===== src/rtl/uart_frame_tx_pkg.sv =====
// Shared definitions for the PC-bound UART frame transmitter:
// frame width, default baud divider and FSM state encoding.
package uart_frame_tx_pkg;

  // Width of one PC-bound frame; always a whole number of bytes.
  localparam int SEND_TO_PC_SIZE  = 40;
  // 50 MHz system clock divided down to 115200 baud.
  localparam int BAUD_DIV_DEFAULT = 434;
  localparam int BITS_PER_BYTE    = 8;

  typedef enum logic [2:0] {
    ST_IDLE     = 3'd0,
    ST_START    = 3'd1,
    ST_DATA     = 3'd2,
    ST_STOP     = 3'd3,
    ST_DONE     = 3'd4,
    ST_WAIT_LOW = 3'd5
  } state_t;

endpackage


===== src/rtl/uart_frame_tx_baud_tick.sv =====
// Baud-rate tick generator: counts 0..BAUD_DIV-1 while enabled and
// emits a one-cycle tick on the last count of each bit period.
module uart_baud_tick #(
  parameter int BAUD_DIV = 434,
  parameter int CNT_W    = 16
) (
  input  logic clk,
  input  logic rst,
  input  logic clear,
  input  logic enable,
  output logic tick
);

  localparam logic [CNT_W-1:0] CNT_LAST = CNT_W'(BAUD_DIV - 1);

  logic [CNT_W-1:0] cnt_reg;
  logic [CNT_W-1:0] cnt_next;

  // Next count: clear wins, otherwise wrap at the end of each bit period.
  always_comb begin
    cnt_next = cnt_reg;
    if (clear) begin
      cnt_next = '0;
    end else if (enable) begin
      if (cnt_reg == CNT_LAST) begin
        cnt_next = '0;
      end else begin
        cnt_next = cnt_reg + CNT_W'(1);
      end
    end
  end

  // Counter register, cleared asynchronously by the active-low reset.
  always_ff @(posedge clk or negedge rst) begin
    if (!rst) begin
      cnt_reg <= '0;
    end else begin
      cnt_reg <= cnt_next;
    end
  end

  assign tick = enable && (cnt_reg == CNT_LAST);

endmodule


===== src/rtl/uart_frame_tx.sv =====
// UART 8N1 transmitter for whole frames: accepts a frame on a level-held
// send request, sends it most significant byte first, pulses send_done,
// then waits for send to drop before accepting another frame.
module uart_frame_tx
  import uart_frame_tx_pkg::*;
#(
  parameter int FRAME_BITS = SEND_TO_PC_SIZE,
  parameter int BAUD_DIV   = BAUD_DIV_DEFAULT,
  parameter int CNT_W      = 16
) (
  input  logic                  clk,
  input  logic                  rst,
  input  logic                  send,
  input  logic [FRAME_BITS-1:0] data,
  output logic                  send_done,
  output logic                  tx,
  output logic                  busy
);

  localparam int NUM_BYTES = FRAME_BITS / BITS_PER_BYTE;
  localparam int BYTE_W    = (NUM_BYTES > 1) ? $clog2(NUM_BYTES) : 1;
  localparam logic [BYTE_W-1:0] LAST_BYTE = BYTE_W'(NUM_BYTES - 1);

  state_t                  state_reg, state_next;
  logic [FRAME_BITS-1:0]   frame_reg, frame_next;
  logic [BYTE_W-1:0]       byte_idx_reg, byte_idx_next;
  logic [2:0]              bit_idx_reg, bit_idx_next;
  logic [7:0]              cur_byte;
  logic                    accept;
  logic                    baud_en;
  logic                    tick;

  // The byte on the wire always sits at the top of the frame register,
  // because the register shifts left by one byte after every stop bit.
  generate
    for (genvar gi = 0; gi < 8; gi++) begin : g_cur_byte
      assign cur_byte[gi] = frame_reg[FRAME_BITS-8+gi];
    end
  endgenerate

  assign accept  = (state_reg == ST_IDLE) && send;
  assign baud_en = (state_reg == ST_START) || (state_reg == ST_DATA) ||
                   (state_reg == ST_STOP);

  uart_baud_tick #(
    .BAUD_DIV (BAUD_DIV),
    .CNT_W    (CNT_W)
  ) u_baud_tick (
    .clk    (clk),
    .rst    (rst),
    .clear  (accept),
    .enable (baud_en),
    .tick   (tick)
  );

  // State and datapath registers; reset aborts any frame in flight.
  always_ff @(posedge clk or negedge rst) begin
    if (!rst) begin
      state_reg    <= ST_IDLE;
      frame_reg    <= '0;
      byte_idx_reg <= '0;
      bit_idx_reg  <= '0;
    end else begin
      state_reg    <= state_next;
      frame_reg    <= frame_next;
      byte_idx_reg <= byte_idx_next;
      bit_idx_reg  <= bit_idx_next;
    end
  end

  // Next-state and datapath update; bit boundaries come from the baud tick.
  always_comb begin
    state_next    = state_reg;
    frame_next    = frame_reg;
    byte_idx_next = byte_idx_reg;
    bit_idx_next  = bit_idx_reg;
    unique case (state_reg)
      ST_IDLE: begin
        if (send) begin
          frame_next    = data;
          byte_idx_next = '0;
          bit_idx_next  = '0;
          state_next    = ST_START;
        end
      end
      ST_START: begin
        if (tick) begin
          bit_idx_next = '0;
          state_next   = ST_DATA;
        end
      end
      ST_DATA: begin
        if (tick) begin
          if (bit_idx_reg == 3'd7) begin
            state_next = ST_STOP;
          end else begin
            bit_idx_next = bit_idx_reg + 3'd1;
          end
        end
      end
      ST_STOP: begin
        if (tick) begin
          if (byte_idx_reg == LAST_BYTE) begin
            state_next = ST_DONE;
          end else begin
            byte_idx_next = byte_idx_reg + BYTE_W'(1);
            frame_next    = frame_reg << 8;
            state_next    = ST_START;
          end
        end
      end
      ST_DONE: begin
        state_next = ST_WAIT_LOW;
      end
      ST_WAIT_LOW: begin
        // Hold off until upstream drops send so one request sends one frame.
        if (!send) begin
          state_next = ST_IDLE;
        end
      end
      default: begin
        state_next = ST_IDLE;
      end
    endcase
  end

  // Outputs decoded from state so reset forces an idle line immediately.
  always_comb begin
    tx        = 1'b1;
    busy      = 1'b0;
    send_done = 1'b0;
    unique case (state_reg)
      ST_START: begin
        tx   = 1'b0;
        busy = 1'b1;
      end
      ST_DATA: begin
        tx   = cur_byte[bit_idx_reg];
        busy = 1'b1;
      end
      ST_STOP: begin
        busy = 1'b1;
      end
      ST_DONE: begin
        busy      = 1'b1;
        send_done = 1'b1;
      end
      default: begin
        tx = 1'b1;
      end
    endcase
  end

endmodule


===== config.mk =====
export PLATFORM = sky130hd
export DESIGN_NAME = uart_frame_tx
export DESIGN_NICKNAME = d
export VERILOG_FILES = /design/src/rtl/uart_frame_tx_pkg.sv /design/src/rtl/uart_frame_tx_baud_tick.sv /design/src/rtl/uart_frame_tx.sv
export SDC_FILE = /design/constraint.sdc
export NUM_CORES = 1
export LEC_CHECK = 0
export ABC_AREA = 1
export BUFFER_PORTS_ARGS = -buffer_cell sky130_fd_sc_hd__buf_2
export CORE_MARGIN = 2
export CORE_UTILIZATION = 34
export CTS_CLUSTER_SIZE = 40
export DETAILED_ROUTE_END_ITERATION = 8
export GPL_TIMING_DRIVEN = 0
export PLACE_DENSITY = 0.62
export SLEW_MARGIN = 10
export SYNTH_ARGS = -nofsm -noshare
export SYNTH_HDL_FRONTEND = slang
export SYNTH_SLANG_ARGS = --single-unit

===== constraint.sdc =====
create_clock -name clk -period 1.6 [get_ports clk]
set_input_delay 0.32 -clock clk [delete_from_list [all_inputs] [get_ports clk]]
set_output_delay 0.32 -clock clk [all_outputs]
set_load 0.1 [all_outputs]

### Yosys cells after proc, flatten, opt, wreduce, memory -nomap -nowiden

Cells that the tools add are included.

* bits in registers: 65
* input port bits: 43
* output and inout bits: 3
* word-level logic and storage cells: 65

* $add $sub $neg: 3
* order comparisons: 1
* equal/unequal tests: 16
* muxes and demuxes: 28
* reduce and logical (&&, ||, !) cells: 12

Operator list (count)
* $mux 40: 3
* $pmux 40 s2: 1
* $mux 16: 3
* $mux 3: 13
* $pmux 3 s6: 1
* $add 16x1->16 const B: 1
* $eq 16x9->1 const B: 1
* $ne 2x2->1 const B: 7
* $eq 3x3->1 const B: 4
* $pmux 3 s3: 1
* $add 3x1->3 const B: 2
* $eq 3x2->1 const B: 2
* $pmux 3 s2: 1
* $reduce_and 6->1: 1
* $reduce_and 5->1: 1
* $lt 3x4->1 const B: 1
* $reduce_and 4->1: 1
* $reduce_bool 2->1: 2
* $reduce_or 4->1: 1
* $bmux 1 s3: 1
* $eq 3x1->1 const B: 1
* $logic_not 3->1: 1
* $mux 1: 3
* $reduce_bool 3->1: 1
* 4 further kinds: 6

### Logic depth before layout (Yosys ltp)

Gate-level depths: netlist of the first run.

* depth in word-level cells: 6
* gate-level depth with buffers: 12
* depth with buffers taken out: 11

### By module

A second synthesis of the first run with hierarchy kept.

* cell total of the unflattened synthesis: 538
* area, all modules: 3691.0 sq um

By module, submodules not included
* uart_frame_tx: times used 1, cells an instance 390, area an instance 2646.3 sq um, sequential area each 1226.2 sq um
* uart_baud_tick: times used 1, cells an instance 148, area an instance 1044.8 sq um, sequential area each 400.4 sq um

### Worst setup path after synthesis of the first run

OpenSTA, ideal clock, no wires.

* path type: register -> output
* start: register bit_idx_reg[0]
* end: output port tx
* data arrival time: 1564 ps
* required time: 1280 ps
* slack: -284 ps
* stages on the path, launching flop included: 8
* path buffers: 1
* cells stage by stage: dfrtp_1 clkbuf_1 nor2_1 nor2_1 o21ai_0 o211ai_1 nand3_1 nand2_1

* word-level cells in the longest chain between the ends: 3

Ends and longest elaborated chain
* from (decl): RTL line uart_frame_tx.sv:27 `logic [2:0] bit_idx_reg, bit_idx_next;`
* from (signal assigned): RTL line uart_frame_tx.sv:67 `bit_idx_reg <= bit_idx_next;`
* $bmux 1 s3: RTL line uart_frame_tx.sv:138 `tx = cur_byte[bit_idx_reg];`
* $mux 1 (not written as such): RTL line uart_frame_tx.sv:138
* $pmux 1 s2: RTL line uart_frame_tx.sv:132 `unique case (state_reg)`
* to (decl): RTL line uart_frame_tx.sv:16 `output logic tx,`

No other way between the ends. The select of a mux whose other input is x is not followed.

### Final worst setup path of the first run

Same ends and word-level chain as after synthesis.

==> results of run 1 <==
## repair_timing
action | 4_1_cts | 5_1_grt
hold endpoints to repair | 21 | 0
hold buffers | 1 | 0
buffers inserted | 13 | 17
pin swaps | 6 | 21
gates cloned | 1 | 5
setup endpoints to repair | 49 | 67
gates resized for setup | 43 | 132
## critical path, cell delays in order, from the launching register on
cell and delay, ps:
dfrtp_1 400, buf_8 150, inv_2 60, nor2_1 30, o211ai_1 200, nand3_2 90, nand2_2 90, buf_12 170
## cells in the mapped netlist, types with 2 or more instances
master | count | area [um2]
nand2_1 | 278 | 1040
nand4_1 | 14 | 87.6
a21oi_1 | 4 | 20.0
inv_2 | 5 | 18.8
ha_1 | 6 | 75.1
o211ai_1 | 2 | 15.0
nand3b_1 | 3 | 22.5
clkbuf_1 | 3 | 11.3
buf_4 | 4 | 30.0
nand3_1 | 52 | 260
nor2_8 | 2 | 40.0
o21ai_0 | 11 | 55.1
buf_6 | 5 | 56.3
nand2_2 | 2 | 12.5
xor2_1 | 3 | 26.3
inv_1 | 29 | 109
dfrtp_1 | 65 | 1630
nor2_1 | 49 | 184
nand2_4 | 2 | 22.5
buf_2 | 11 | 55.1
## worst paths after layout
| path | to | slack, ps | cells after the start |
|---|---|---|---|
| setup / recovery | tx | -250 | 7 |
| hold / removal | frame_reg[7]$_DFFE_PN0P_ | 180 | 3 |
| setup reg to reg | frame_reg[39]$_DFFE_PN0P_ | -70 | 11 |
| hold reg to reg | frame_reg[15]$_DFFE_PN0P_ | 480 | 2 |
| max in group asynchronous | state_reg[2]$_DFFE_PN0P_ | 630 | 3 |
| min in group asynchronous | u_baud_tick.cnt_reg[13]$_DFFE_PN0P_ | 430 | 2 |
## through the flow
| step | instances | setup slack (ps) | TNS (ps) | power [mW] | cell area (um2) |
|---|---|---|---|---|---|
| 5_1_grt | 796 | -371 | -3400 | 11.4 | 5560 |
| 2_1_floorplan | 559 | -40.1 | -40.1 | 5.41 | 3860 |
| 3_3_place_gp | 744 | -253 | -14280 | 6.22 | 4260 |
| 6_report | 796 | -251 | -915 | 10.7 | 5560 |
| 3_5_place_dp | 745 | -267 | -5600 | 6.30 | 4290 |
| 4_1_cts | 776 | -264 | -480 | 9.09 | 4870 |
## logic make-up (layout without fill, tap and decap cells)
family	Yosys count	after routing
AO/OA/AOI/OAI	21	21
XOR/XNOR	3	3
adder cells (fa/ha/maj)	6	6
buffers and inverters	58	153
flip-flops	65	65
AND/OR/NAND/NOR	406	408
## report_power, final
part | total [mW] | internal, mW | switching (mW)
Clock | 2.18 | 1.38 | 0.807
Sequential | 2.84 | 2.27 | 0.567
Combinational | 5.71 | 2.49 | 3.22
Total | 10.7 | 6.13 | 4.60
## cell type report
| type | instances | area (um2) |
|---|---|---|
| repair buffers | 80 | 681 |
| inverters | 35 | 153 |
| fillers | 1017 | 5380 |
| well taps | 140 | 175 |
| flip-flops and latches | 65 | 1630 |
| clock inverters | 7 | 101 |
| plain buffers | 22 | 210 |
| multi-input cells | 438 | 2380 |
| clock buffers | 9 | 225 |
## metal layers
layer	share of wire [%]	up-vias	GRT usage [%]
met4	2.2	0	5.92
met1	44	1837	23.0
met5	0	-	0
li1	-	1953	-
met3	5.0	20	3.29
met2	49	103	27.3
==> flow_summary.toml, run 1 <==
[sta]
setup_viol = 28
layout_min_cycle_time_ps = 1850
hold_ws_ps = 185
rsz0062_at_grt = "yes"
fin_ws_ps = -251
final_max_slew_viol_count = 0
worst_pin_slew_ps = 395
hold_viol = 0
slew_headroom_pct = 73.6
max_freq_mhz = 540
timing.final.crit_share_pct = 116
skew_ps = 12.6

[grt]
grt_overflow = 0
track_usage_pct = 17.0
antenna_found_initial = 0
grt_pass1_wl_um = 17200
grt_pass1_vias = 3734
grt_start_max_net_pins = 45

[logic_synthesis]
postSynthAreaPerCell_um2 = 6.89
synth-xor-area-share_pct = 0.682
synth.mux.area_fraction_pct = 0
synth_edf_count = 0
synth_flop_cell = "dfrtp_1"
yosysSeqAreaShare_pct = 42.2
synth-simple-area-share_pct = 44.7
ys_ff_latch = 65
synth_fa_ha_area_share_pct = 1.95
async_reset_ff_share_pct = 100
synth_compound_area_share_pct = 3.02
synth_cells = 559
synth_top_family_by_area = "simple AND/OR/NAND/NOR gates"
ys_warn_count = 0
mappedNetlistArea_um2 = 3850
synth.distinct_cells = 29
syn_nets = 608

[place]
io_buffers = 45
routabilityCongestion = 0.882
hpwlAfterDp_um = 7020

[run_status]
violations = "negative setup slack"
status = "complete, but fails checks"

[power_and_ir_drop]
ir_drop_mv = 0.794
leakagePower_nw = 2.89
powerDensity_nw_per_um2 = 1930

[die]
die_h_um = 110
io_pins = 46
core_um2 = 10900
start_util_pct = 35.2
die_x_um = 110
die_area_um2 = 12200
rows = 38

[route]
avgViaCountPerCell = 4.92
dr.pass1.iters = 4
routed-via-count = 3913
drc = 0
drt-initial-drc-count = 254
ant_nets = 0
drt-total-wl_um = 11100
wl_per_cell_um = 13.9

[cts]
clk_pin_slew_worst_paths_ps = 60
cts_buffers = 9
cts_tree = "built"
h-tree-depth = 3
clk_latency_ps = 340
cts_sinks = 65
cts.path.max_buffers = 2
root_buffer = "clkbuf_16"

[layout]
syn2layout_area_growth_pct = 44.3
final_cell_mix = "nand2_1, dfrtp_1, nand3_1"
largest_register_ffs = 40
post-route-util_pct = 50.8
nets = 700
antenna_cells = 0
final_common_cell = "nand2_1"
drive_gt1_share_pct = 34.9

[worst_setup_path]
critPathLaunch = "bit_idx_reg[0]$_DFFE_PN0P_"
cp-start-kind = "flop"
worstPathMaxFanout = 7
crit_path_end_kind = "output port"
crit_type = "reg2out"
worstReg2RegStart = "state_reg[1]$_DFFE_PN0P_"
cp.required_ps = 1280
worstPathArrival_ps = 1530

[min_path]
hold_path_class = "in2reg"
hold_start = "data[7]"

[flow_run]
drv_cap = 0
No activity file was read; power rests on OpenSTA's default activity.
==> run 2: changes to the inputs <==
Settings changed: ABC_AREA 1 to not set, PLACE_DENSITY 0.62 to 0.63, SYNTH_HIERARCHICAL set to 1.
==> run 2 against run 1 <==
The run still ends with negative setup slack left. Wire length shrank 18%. Via count shrank 22%. First-iteration DRC count down 41%. Critical path depth up 3. Combinational power shrank 33%. Register-to-register slack worse by 490 ps. Sequential power fell by 9.9%. Clock power is 40% lower. Design area fell by 12%. Utilization shrank 0.64 points. Critical path type is now reg2reg. Critical endpoint is now state_reg[0]$_DFFE_PN0P_.
==> flow_summary.toml, run 2 <==
[worst_setup_path]
r2r_slack_ps = -560
worstPathArrival_ps = 2380
crit_type = "reg2reg"
cp-start-kind = "flop"
cp.required_ps = 1820
crit_path_end_kind = "flop"
worstPathMaxFanout = 6

[grt]
antenna_found_initial = 0
grt_overflow = 0
grt_start_max_net_pins = 34
track_usage_pct = 16.7
grt_pass1_wl_um = 14600
grt_pass1_vias = 3070

[layout]
nFillCells = 881
nets = 529
antenna_cells = 0
final_common_cell = "dfrtp_1"
largest_register_ffs = 40
final_cell_mix = "dfrtp_1, nand2_1, nor2_1"
post-route-util_pct = 50.2
design_area_um2 = 4900
drive_gt1_share_pct = 37.9
seqCellArea_um2 = 1630
multi_input_area_um2 = 1960
syn2layout_area_growth_pct = 43.7

[sta]
layout_min_cycle_time_ps = 2160
setup_viol = 66
worst_pin_slew_ps = 554
hold_viol = 0
max_freq_mhz = 464
skew_ps = 14.3
final_max_slew_viol_count = 0
slew_headroom_pct = 63.1
hold_ws_ps = 181
timing.final.crit_share_pct = 135
fin_ws_ps = -556
rsz0062_at_grt = "yes"

[route]
dr.pass1.iters = 5
routed-via-count = 3061
drt-total-wl_um = 9080
drc = 0
wl_per_cell_um = 14.7
avgViaCountPerCell = 4.95
drt-initial-drc-count = 151
ant_nets = 0

[cts]
root_buffer = "clkbuf_8"
cts_sinks = 65
cts.path.max_buffers = 2
clk_pin_slew_worst_paths_ps = 80
cts_tree = "built"
cts_buffers = 9
h-tree-depth = 3
clk_latency_ps = 340

[die]
die_area_um2 = 10900
die_x_um = 104
rows = 36
core_um2 = 9770
start_util_pct = 34.9
io_pins = 46
die_h_um = 104

[logic_synthesis]
synth_top_area_share_pct = 47.7
synth_most_common_cell = "dfrtp_1"
ys_warn_count = 6
synth.distinct_cells = 52
yosysSeqAreaShare_pct = 47.7
postSynthAreaPerCell_um2 = 9.05
synth.top_cells.by_area = "dfrtp_1, nand2_1, o21ai_1, nor2_1, a21oi_1"
mappedNetlistArea_um2 = 3410
syn_nets = 426
synth_edf_count = 0
synth_flop_cell = "dfrtp_1"
async_reset_ff_share_pct = 100
ys_ff_latch = 65
synth_cells = 377
synth_common_cells = "dfrtp_1, nand2_1, nor2_1"
synth_largest_area_cell = "dfrtp_1"

[power_and_ir_drop]
leakagePower_nw = 2.23
ir_drop_mv = 1.22
powerDensity_nw_per_um2 = 1570

[place]
dp_slack_ps = -817
io_buffers = 45
placed_area_um2 = 3930
hpwlAfterDp_um = 5690
routabilityCongestion = 0.769

[run_status]
status = "complete, but fails checks"
violations = "negative setup slack"

[flow_run]
drv_cap = 0

[min_path]
hold_path_class = "in2reg"
[run 2: cell count changes in the layout (fill, tap and decap cells not counted), sizes merged, moves of 6 or more]
cell / delta
o21ai: +35
nor3: +6
inv: -23
a31oi: +7
nand3: -45
buf: +12
nand4: -11
a21oi: +30
nand2: -225
xnor2: +9
[run 2: routing by layer]
layer	global-route usage, %	part of all wire, %
met5	0	0
met4	5.12	1.3
met3	2.94	4.5
met2	27.4	49
met1	22.4	45
[run 2: through the flow]
step	total power, mW	TNS (ps)	cells
2_1_floorplan	4.59	-25160	377
3_3_place_gp	5.16	-48940	555
3_5_place_dp	5.24	-46220	556
4_1_cts	7.21	-24250	601
5_1_grt	8.24	-33340	618
6_report	7.68	-26860	618
[run 2: cell type report]
type	count	share of cell area, %
multi-input cells	281	39.9
flip-flops and latches	65	33.2
repair buffers	93	15.1
plain buffers	18	3.60
well taps	133	3.39
clock buffers	10	2.81
inverters	12	1.15
clock inverters	6	0.816
[run 2: path summary, 6_finish.rpt]
path                                                       to  cells past startpoint                          startpoint
min in group asynchronous            frame_reg[4]$_DFFE_PN0P_                      2                                 rst
hold reg to reg                     frame_reg[35]$_DFFE_PN0P_                      2           frame_reg[35]$_DFFE_PN0P_
max in group asynchronous  u_baud_tick/cnt_reg[0]$_DFFE_PN0P_                      3                                 rst
hold / removal                       frame_reg[4]$_DFFE_PN0P_                      3                             data[4]
setup reg to reg                     state_reg[0]$_DFFE_PN0P_                     10  u_baud_tick/cnt_reg[5]$_DFFE_PN0P_
setup / recovery                     state_reg[0]$_DFFE_PN0P_                     10  u_baud_tick/cnt_reg[5]$_DFFE_PN0P_
[run 2: timing repair]
item                                    4_1_cts  5_1_grt
resized for setup                            65       31
hold endpoints to repair                     32        0
buffers inserted                             26       16
hold buffers                                  1        0
cloned                                        4        1
endpoints found under the setup margin       68       68
pin swaps                                    21       19
[run 2: report_power, final]
group	internal [mW]	total [mW]	switching, mW	leakage (nW)
clock	0.608	1.30	0.694	0.0928
sequential	2.20	2.56	0.355	0.837
combinational	1.74	3.82	2.07	1.30
total	4.55	7.68	3.12	2.23
[run 2: cell families after synthesis]
family                   synth area share (%)
AO/OA/AOI/OAI                            18.5
adder cells (fa/ha/maj)                  2.20
buffers and inverters                    5.02
AND/OR/NAND/NOR                          21.1
XOR/XNOR                                 3.34
multiplexers                             2.20
flip-flops                               47.7
[run 2: worst max-delay path, cell delays in order, from the launching register on]
cell and delay [ps]:
dfrtp_1 470, and3_1 260, nand4_1 180, nor2_4 80, buf_4 140, buf_6 110, a21oi_4 160, nor2_4 50
buf_4 130, o32a_1 290, o22a_1 170
==> run 3: changes to the inputs <==
Settings changed: MAX_ROUTING_LAYER set to met4.
==> run 3 against run 2 <==
The run still ends with negative setup slack left. Utilization shrank 0.18 points. Non-clock buffer count is 1 lower. Register-to-register slack about the same. Sequential share of layout area is 0.12 points higher. Sequential cell count unchanged. Power down 0.46%. Setup slack improved by 4.6 ps. Via count grew 0.13%. Hold slack improved by 1.6 ps. Global-route usage is 0.48 points higher. First-iteration DRC count grew 15%. Count of clock-buffer cells in the layout is the same. Critical path type unchanged. Largest cell class unchanged. Highest routed layer unchanged.
==> flow_summary.toml, run 3 (synthesized netlist as in run 2, its figures left out) <==
[worst_setup_path]
critical_path.top_delay_family = "simple AND/OR/NAND/NOR gates"
crit_type = "reg2reg"
critPathMaxStageDelay_ps = 390
cp.required_ps = 1870
worst-path-buf-inv = 3
worstPathMaxFanout = 10
cpMaxStageDelayCell = "dfrtp_1"
worstPathArrival_ps = 2420
path_cells = "inv_2 > ha_4 > nor4b_4 > nand4_1 > nor2_4 > a21boi_4 > and2_4 > buf_12 > buf_8 > a21oi_1 > o21ai_1"
crit_path_end_kind = "flop"
cp-start-kind = "flop"

[cts]
clk_pin_slew_worst_paths_ps = 80
cts_buffers = 9
root_buffer = "clkbuf_8"
clk_latency_ps = 340
h-tree-depth = 3
cts_tree = "built"
cts_sinks = 65
cts.path.max_buffers = 2

[layout]
nFillCells = 887
multi_input_area_um2 = 1950
drive_gt1_share_pct = 37.8
syn2layout_area_growth_pct = 43.2
nets = 528
finalNonFillerCells = 617
largest_register_ffs = 40
seqCellArea_um2 = 1630
post-route-util_pct = 50.0
design_area_um2 = 4890
final_cell_mix = "dfrtp_1, nand2_1, nor2_1"
final_common_cell = "dfrtp_1"
antenna_cells = 0

[die]
die_area_um2 = 10900
start_util_pct = 34.9
rows = 36
core_um2 = 9770
io_pins = 46
die_x_um = 104
die_h_um = 104

[sta]
hold_viol = 0
setup_viol = 66
worst_pin_slew_ps = 572
max_freq_mhz = 465
slew_headroom_pct = 61.8
final_max_slew_viol_count = 0
layout_min_cycle_time_ps = 2150
skew_ps = 15.0
fin_ws_ps = -552
rsz0062_at_grt = "yes"
hold_ws_ps = 183
timing.final.crit_share_pct = 134

[power_and_ir_drop]
power_mw = 7.64
ir_drop_mv = 1.20
powerDensity_nw_per_um2 = 1560
leakagePower_nw = 2.23

[route]
drt-total-wl_um = 8970
dr.pass1.iters = 4
ant_nets = 0
routed-via-count = 3065
wl_per_cell_um = 14.5
drc = 0
drt-initial-drc-count = 173
avgViaCountPerCell = 4.97

[min_path]
hold_path_class = "in2reg"

[grt]
grt_pass1_wl_um = 14600
grt_pass1_vias = 3062
track_usage_pct = 17.2
antenna_found_initial = 0
grt_overflow = 0
grt_start_max_net_pins = 34

[flow_run]
drv_cap = 0

[place]
placed_area_um2 = 3930
io_buffers = 45
hpwlAfterDp_um = 5690
routabilityCongestion = 0.779
placed_cells = 556

[run_status]
violations = "negative setup slack"
status = "complete, but fails checks"
-- run 3: changes by cell type in the layout (fill, tap and decap cells not counted), sizes merged --
cell  before  now
buf      106  105
-- run 3: layout make-up --
cell class | instances | area share [%]
multi-input cells | 281 | 39.9
clock buffers | 10 | 2.82
flip-flops and latches | 65 | 33.3
repair buffers | 92 | 15.0
inverters | 12 | 1.15
clock inverters | 6 | 0.819
plain buffers | 18 | 3.61
well taps | 133 | 3.41
-- run 3: final timing paths --
check                      slack, ps                               start  depth (start not counted)                            endpoint
min reg2reg                      490           frame_reg[22]$_DFFE_PN0P_                          2           frame_reg[22]$_DFFE_PN0P_
max reg2reg                     -550  u_baud_tick/cnt_reg[1]$_DFFE_PN0P_                         11           frame_reg[28]$_DFFE_PN0P_
max                             -550  u_baud_tick/cnt_reg[1]$_DFFE_PN0P_                         11           frame_reg[28]$_DFFE_PN0P_
min in group asynchronous        460                                 rst                          2            frame_reg[4]$_DFFE_PN0P_
max in group asynchronous        580                                 rst                          3  u_baud_tick/cnt_reg[0]$_DFFE_PN0P_
min                              180                             data[5]                          3            frame_reg[5]$_DFFE_PN0P_
-- run 3: worst min-delay path, cell delays in order --
cell	delay, ps
buf_2	70
nand2_1	30
o21ai_1	60
-- run 3: metrics by stage --
step	setup WS, ps	setup TNS [ps]
after floorplan	-480	-25160
after global placement	-766	-48940
after detailed placement	-817	-46220
after CTS	-502	-24250
after global routing	-648	-33330
final	-552	-27160
-- run 3: power breakdown --
group          total [mW]  leakage [nW]  internal [mW]  switching (mW)
clock                1.30        0.0928          0.608           0.694
combinational        3.78          1.30           1.72            2.06
sequential           2.56         0.837           2.20           0.353
total                7.64          2.23           4.53            3.11
-- run 3: what timing repair did --
item                       CTS  global route
hold endpoints to repair    32             0
resized for setup           65            30
hold buffers                 1             0
setup endpoints to repair   68            68
setup buffers               26            15
pin swaps                   21            18
gates cloned                 4             1
-- run 3: routing by layer --
layer,share of wire [%],global-route usage [%],vias to the layer above,routed length (um)
met2,49,27.4,50,4430
met4,1.0,5.12,0,93
met3,2.9,2.94,7,264
met5,0,-,-,0
li1,-,-,1509,-
met1,47,22.4,1499,4190
